`config.mk`:
```
export PLATFORM = sky130hd
export DESIGN_NAME = instr_fetch_unit
export DESIGN_NICKNAME = d
export VERILOG_FILES = /design/src/rtl/ntp_cpu_pkg.sv /design/src/rtl/pc_reg.sv /design/src/rtl/instr_fetch_unit.sv
export SDC_FILE = /design/constraint.sdc
export NUM_CORES = 1
export LEC_CHECK = 0
export ABC_AREA = 1
export CAP_MARGIN = 20
export CORE_ASPECT_RATIO = 1.25
export CORE_MARGIN = 2
export CORE_UTILIZATION = 44
export CTS_CLUSTER_SIZE = 24
export DETAILED_ROUTE_END_ITERATION = 12
export HOLD_SLACK_MARGIN = 0.1
export MAX_ROUTING_LAYER = met4
export PLACE_DENSITY = 0.87
export SYNTH_ARGS = -nofsm -noshare
export SYNTH_HDL_FRONTEND = slang
export SYNTH_SLANG_ARGS = --single-unit
```
`constraint.sdc`:
```
create_clock -name clk -period 1.45 [get_ports clk]
set_input_delay 0.29 -clock clk [delete_from_list [all_inputs] [get_ports clk]]
set_output_delay 0.29 -clock clk [all_outputs]
set_load 0.02 [all_outputs]
```
`src/rtl/ntp_cpu_pkg.sv`:
```
// Shared CPU constants and types, reused by fetch, jump control and decode.
package ntp_cpu_pkg;

    localparam int unsigned ADDR_W = 8;
    localparam int unsigned INS_W  = 24;

    localparam logic [ADDR_W-1:0] RESET_VECTOR = 8'h00;
    localparam logic [INS_W-1:0]  NOP_WORD     = 24'h000000;

    // FILL: no valid fetch in flight (after reset or redirect); RUN: streaming.
    typedef enum logic {
        FILL = 1'b0,
        RUN  = 1'b1
    } ifu_state_t;

endpackage : ntp_cpu_pkg

```
`src/rtl/pc_reg.sv`:
```
// Program counter register: load has priority over hold; otherwise increments
// with silent wrap at the top of the address space.
module pc_reg #(
    parameter int unsigned       ADDR_W       = 8,
    parameter logic [ADDR_W-1:0] RESET_VECTOR = '0
) (
    input  logic              clk,
    input  logic              i_reset,
    input  logic              i_load,
    input  logic              i_hold,
    input  logic [ADDR_W-1:0] i_load_val,
    output logic [ADDR_W-1:0] o_pc
);

    logic [ADDR_W-1:0] r_pc;

    // PC update: reset, then redirect load, then hold, else next sequential address.
    always_ff @(posedge clk) begin
        if (i_reset) begin
            r_pc <= RESET_VECTOR;
        end else if (i_load) begin
            r_pc <= i_load_val;
        end else if (!i_hold) begin
            r_pc <= r_pc + 1'b1;
        end
    end

    assign o_pc = r_pc;

endmodule : pc_reg

```
`src/rtl/instr_fetch_unit.sv`:
```
// Program-counter / instruction-fetch stage in front of a synchronous ROM.
// Redirects squash the in-flight fetch and insert two bubbles; stalls hold state.
// Optional macro IFU_REDIRECT_CNT_EN adds a saturating redirect counter output.
module instr_fetch_unit #(
    parameter int unsigned       ADDR_W       = ntp_cpu_pkg::ADDR_W,
    parameter int unsigned       INS_W        = ntp_cpu_pkg::INS_W,
    parameter logic [ADDR_W-1:0] RESET_VECTOR = ntp_cpu_pkg::RESET_VECTOR,
    parameter logic [INS_W-1:0]  NOP_WORD     = ntp_cpu_pkg::NOP_WORD
) (
    input  logic              clk,
    input  logic              reset,
    input  logic [ADDR_W-1:0] jmp_loc,
    input  logic              pc_mux_sel,
    input  logic              stall,
    output logic [ADDR_W-1:0] imem_addr,
    input  logic [INS_W-1:0]  imem_rdata,
    output logic [INS_W-1:0]  ins,
    output logic [ADDR_W-1:0] Current_Address,
    output logic              ins_valid
`ifdef IFU_REDIRECT_CNT_EN
    ,
    output logic [15:0]       redirect_cnt
`endif
);

    import ntp_cpu_pkg::ifu_state_t;
    import ntp_cpu_pkg::FILL;
    import ntp_cpu_pkg::RUN;

    ifu_state_t        r_state;
    logic [ADDR_W-1:0] r_f_addr;
    logic [INS_W-1:0]  r_ins;
    logic [ADDR_W-1:0] r_addr;
    logic              r_valid;

    logic [ADDR_W-1:0] w_pc;
    logic              w_f_valid;
    logic              w_hold;

    // The state register doubles as the in-flight fetch valid flag.
    assign w_f_valid = (r_state == RUN);
    assign w_hold    = stall && !pc_mux_sel;

    // Re-request the in-flight address while stalled so the ROM output stays
    // aligned with r_f_addr when the stall releases.
    assign imem_addr = w_hold ? r_f_addr : w_pc;

    pc_reg #(
        .ADDR_W       (ADDR_W),
        .RESET_VECTOR (RESET_VECTOR)
    ) u_pc_reg (
        .clk        (clk),
        .i_reset    (reset),
        .i_load     (pc_mux_sel),
        .i_hold     (stall),
        .i_load_val (jmp_loc),
        .o_pc       (w_pc)
    );

    // Fetch FSM and output registers: reset > redirect (squash) > stall (hold) > stream.
    always_ff @(posedge clk) begin
        if (reset) begin
            r_state  <= FILL;
            r_f_addr <= '0;
            r_ins    <= NOP_WORD;
            r_addr   <= '0;
            r_valid  <= 1'b0;
        end else if (pc_mux_sel) begin
            r_state <= FILL;
            r_ins   <= NOP_WORD;
            r_valid <= 1'b0;
        end else if (!stall) begin
            r_state  <= RUN;
            r_f_addr <= w_pc;
            r_ins    <= w_f_valid ? imem_rdata : NOP_WORD;
            r_addr   <= r_f_addr;
            r_valid  <= w_f_valid;
        end
    end

    assign ins             = r_ins;
    assign Current_Address = r_addr;
    assign ins_valid       = r_valid;

`ifdef IFU_REDIRECT_CNT_EN
    logic [15:0] r_redirect_cnt;

    // Saturating count of redirects accepted outside reset.
    always_ff @(posedge clk) begin
        if (reset) begin
            r_redirect_cnt <= '0;
        end else if (pc_mux_sel && (r_redirect_cnt != '1)) begin
            r_redirect_cnt <= r_redirect_cnt + 16'd1;
        end
    end

    assign redirect_cnt = r_redirect_cnt;
`endif

endmodule : instr_fetch_unit
```
Word-level counts from Yosys, hierarchy flattened
Cells that the tools add are included.
- add/sub/neg operators: 1
- bitwise gates (word level): 2
- order comparisons: 0
- shift operators: 0
- $mul: 0
- div/mod/pow operators: 0
- equality and inequality tests: 1
- multiplexer cells: 4
- reduce and logical (&&, ||, !) cells: 4
- operator list (cell ; number):
    2-to-1 mux 24 bit ; 1
    2-to-1 mux 8 bit ; 3
    adder 8 x 1 -> 8 bit (second input constant) ; 1
    inequality test 2 bit (second input constant) ; 1
    inverter 1 bit ; 2
    AND reduction 2 bit ; 1
    OR reduction 2 bit ; 1
    logical AND 1 bit ; 1
    zero test 1 bit ; 1
- output and inout port bits: 41
- logic and storage cells: 18
- bits in writable memories: 0
- register bits after elaboration: 50
- ROM bits: 0
- input bits: 36
- memories: 0
- latch bits: 0

Logic depth before layout (Yosys ltp)
Gate-level depths: netlist of run 1.
- depth after elaboration: 3
- mapped depth: 8
- gate-level depth less buffers: 8

Hierarchy
From an unflattened synthesis of run 1, not the netlist that was laid out.
- cells, all modules: 316
- area total of the unflattened synthesis: 2275.9 sq um
- modules (own cells, without submodules) (module ; cells an instance ; instances ; seq. area each (sq um) ; area an instance (sq um)):
    instr_fetch_unit ; 236 ; 1 ; 840.8 ; 1754.2
    pc_reg ; 80 ; 1 ; 160.2 ; 521.8

Worst setup path before layout of run 1
No wires, ideal clock.
- kind: input-to-output
- start point: input port stall
- end point: output port imem_addr[2]
- stages: 4
- path slack: -3 ps
- required time: 1160 ps
- arrival time: 1163 ps
- path buffers: 1
- cell sequence: bufinv_8 > nor2_8 > buf_4 > o21ai_0
- word-level cells in the longest chain between the ends: 2
- ends and longest elaborated chain (element ; line ; text):
    from (decl) ; instr_fetch_unit.sv:14 ; input logic stall,
    logical AND 1 bit ; instr_fetch_unit.sv:42 ; assign w_hold = stall && !pc_mux_sel;
    2-to-1 mux 8 bit ; instr_fetch_unit.sv:46 ; assign imem_addr = w_hold ? r_f_addr : w_pc;
    to (decl) ; instr_fetch_unit.sv:15 ; output logic [ADDR_W-1:0] imem_addr,
No other way between the ends.

Final worst setup path of run 1
- start point: input port pc_mux_sel
- end point: output port imem_addr[2]
- word-level cells in the longest chain between the ends: 3
- ends and longest elaborated chain (element ; line ; text):
    from (decl) ; instr_fetch_unit.sv:13 ; input logic pc_mux_sel,
    zero test 1 bit ; instr_fetch_unit.sv:42 ;
    logical AND 1 bit ; instr_fetch_unit.sv:42 ;
    2-to-1 mux 8 bit ; instr_fetch_unit.sv:46 ;
No other way between the ends.

==> results of run 1 <==
what timing repair did:
item | CTS | global route
resized for setup | 90 | 3
setup endpoints to repair | 82 | 18
setup buffers | 6 | 1
pin swaps | 2 | 1
cell usage in the layout, fill, tap and decap left out:
master	synthesis	layout
dfxtp_1	50	50
nand2_8	1	1
o21ai_0	24	21
inv_1	21	21
a21oi_1	33	33
nand3_1	10	10
clkbuf_2	0	1
buf_2	6	5
o21ai_2	1	2
a211oi_2	1	1
inv_8	0	1
clkinv_4	0	1
clkdlybuf4s50_1	0	33
clkbuf_8	0	5
buf_6	7	5
nor2_1	33	32
nor2_8	2	2
ha_1	1	1
nand2_2	1	1
nand2_1	96	96
inv_6	1	1
nor2_2	2	3
dlygate4sd2_1	0	33
buf_4	1	37
o21ai_1	1	3
buf_12	0	3
bufinv_16	0	2
nand2_4	1	1
synth_stat cells:
master    number  area share
dfxtp_1       50        0.46
nand2_2        1      0.0029
a21oi_1       33       0.076
nand3_1       10       0.023
nand2_8        1      0.0092
nor2_2         2      0.0058
buf_2          6       0.014
nand2_1       96        0.17
inv_6          1      0.0040
nand2_4        1      0.0052
inv_1         21       0.036
bufinv_8       1      0.0081
buf_4          1      0.0035
ha_1           1      0.0058
nor2_1        33       0.057
buf_6          7       0.036
nor2_8         2       0.018
o21ai_2        1      0.0040
a211oi_2       1      0.0058
o21ai_0       24       0.055
o21ai_1        1      0.0023
metrics by stage:
stage               instance area, sq um  hold slack (ps)
floorplan                           2170              362
global placement                    3180              442
detailed placement                  3180              444
CTS                                 3300              455
global route                        3310              481
finish                              3310              452
tightest hold or removal path, cell delays in order (launching register included):
cell	delay (ps)
dfxtp_1	320
nand2_1	50
a21oi_1	50
cells by family (layout without fill, tap and decap cells):
family | after synthesis | count (layout) | synth area share
simple gates | 146 | 146 | 0.288
flops | 50 | 50 | 0.461
compound gates | 60 | 60 | 0.144
buf+inv | 37 | 148 | 0.102
fa+ha+maj | 1 | 1 | 0.00576
flip-flops by register name (all words and copies together) (netlist names):
name             count
u_pc_reg.o_pc        8
ins_valid            1
Current_Address      8
r_state              1
ins                 24
r_f_addr             8
final cells by class:
class                           count  area [sq um]
Timing Repair Buffer              117          1040
Clock inverter                      3          68.8
Sequential cell                    50          1000
Multi-Input combinational cell    207           955
Clock buffer                        5          68.8
Inverter                           23          98.8
Tap cell                           60          75.1
Fill cell                         390          1420
power by group:
part | total, W | switching (W) | internal, W
clock | 0.00116 | 0.000467 | 0.000691
sequential | 0.00145 | 0.0000253 | 0.00142
combinational | 0.000531 | 0.000268 | 0.000264
total | 0.00314 | 0.000760 | 0.00238
routing by layer:
metal	GRT usage	vias to the layer above
met4	0.104	0
li1	-	1147
met2	0.415	75
met5	-	-
met3	0.0420	13
met1	0.254	1047
path summary, 6_finish.rpt:
kind / from / endpoint / depth (start not counted)
min: ins[11] / ins[11] / 2
min reg2reg: ins[11] / ins[11] / 2
max reg2reg: u_pc_reg.o_pc[0] / u_pc_reg.o_pc[6] / 7
max: pc_mux_sel / imem_addr[2] / 6
==> metrics.md, run 1 <==
| Metric | Value |
|---|---|
| Run status | complete, no violations |
| Largest net degree at the start of global routing | 29 |
| MaxCap Viol Count | 0 |
| Vias post-DR | 2282 |
| Max Clock Skew | 9.74 ps |
| Drt first pass iters | 5 |
| Pleak | 1.58 nW |
| WP buf/inv | 4 |
| Top sig layer | met4 |
| Worst skew pair latency | 300 ps |
| Most used cell, CP | buf_6 |
| Worst slack, placed | -817 ps |
| R2R Setup Slk | 190 ps |
| Maximum vdd drop | 0.911 mV |
| Crit Path Class | input pin to output port |
| Port Buffers | 76 |
| Initial antenna violation count | 0 |
| CP startpoint kind | input pin |
| Max incr delay on CP | 180 ps |
| Final ANT Viol Nets | 0 |
| Area of the die | 0.00552 sq mm |
| HPWL after detailed placement | 4.26 mm |
| Total grt overflow | 0 |
| Max Fanout on Critical Path | 8 |
| Antenna fix cells | 0 |
| Routed wl met3 | 344 um |
| DR vias/cell | 4.91 |
| Finished Layout Cells | 465 |
| Setup TNS | 0 ps |
| Core Util, Final | 0.700 |
| FP Rows | 28 |
| Final worst-path cycle share | 0.942 |
| Hold_buf cts | 0 |
| Final slew viol count | 0 |
| F_max | 732 MHz |
| Met2 WL | 3.27 mm |
| Hold Crit Class | flop to flop |
| Synth cell types | 21 |
| Crit-path cells | clkbuf_2 -> buf_6 -> nor2_8 -> buf_6 -> o21ai_1 -> buf_4 |
| Syn Inst Count | 294 |
| RD Place Congestion | 0.861 |
| DRC violations left | 0 |
| Final hold violations | 0 |
| Worst slew margin | 0.781 |
| WL final | 6.12 mm |
| Synthesized area per cell | 7.38 sq um |
| Ys Warns | 0 |
| Mapped cell area | 0.00217 sq mm |
| Worst slew pin tran | 328 ps |
| CTS Buf Count | 5 |
| Core Footprint | 0.00473 sq mm |
| Flops & latches, synth | 50 |
| Initial core utilization | 0.459 |
| Syn-to-layout area delta | 52.5% |
| Delay-heaviest family, CP | buffers and inverters |
| DRT iter0 DRCs | 69 |
| Critical Path Sink Type | output port |
| WP data required | 1160 ps |
| Final worst setup slack | 83.9 ps |
| CTS sink count | 50 |
| I/O Pins | 77 |
| Pwr/cell area | 947 mW/mm^2 |
| Chip width | 66.8 um |
| Seq/Total Area, Yosys | 0.461 |
| Unrepaired setup endpoints after global routing | no |
| Arr. time, crit path | 1080 ps |
| CTS tree | yes |
| Final net count | 441 |
| Synth Net Count | 331 |
| Layout cell share with drive strength beyond 1 | 0.178 |
| Tmin final | 1370 ps |
| H-Tree Depth | 2 |
| Post-Route M1 WL | 2.37 mm |
| Setup violators final | 0 |
| Placed insts | 450 |
| Routed wire per std cell | 13.2 um |
| Chip height | 82.5 um |
| Reg clk slew, reported paths | 100 ps |
| First-pass GRT wire length | 9.66 mm |
| Power consumption | 0.00314 W |
| Clock buffer depth | 2 |
| Vias in the first global route | 2200 |
| Total GRT Usage | 0.234 |
| Root buf cell | clkbuf_8 |
| Crit-path slowest cell | nor2_8 |
Power figures use the tool's default switching activity.
==> run 2, diff against run 1 <==
--- a/config.mk
+++ b/config.mk
@@ -15,6 +15,7 @@
 export HOLD_SLACK_MARGIN = 0.1
 export MAX_ROUTING_LAYER = met4
 export PLACE_DENSITY = 0.87
+export SKIP_LAST_GASP = 1
 export SYNTH_ARGS = -nofsm -noshare
 export SYNTH_HDL_FRONTEND = slang
 export SYNTH_SLANG_ARGS = --single-unit
==> results of run 2 <==
Same layout as run 1: the final DEF is identical, and so are final timing and power.
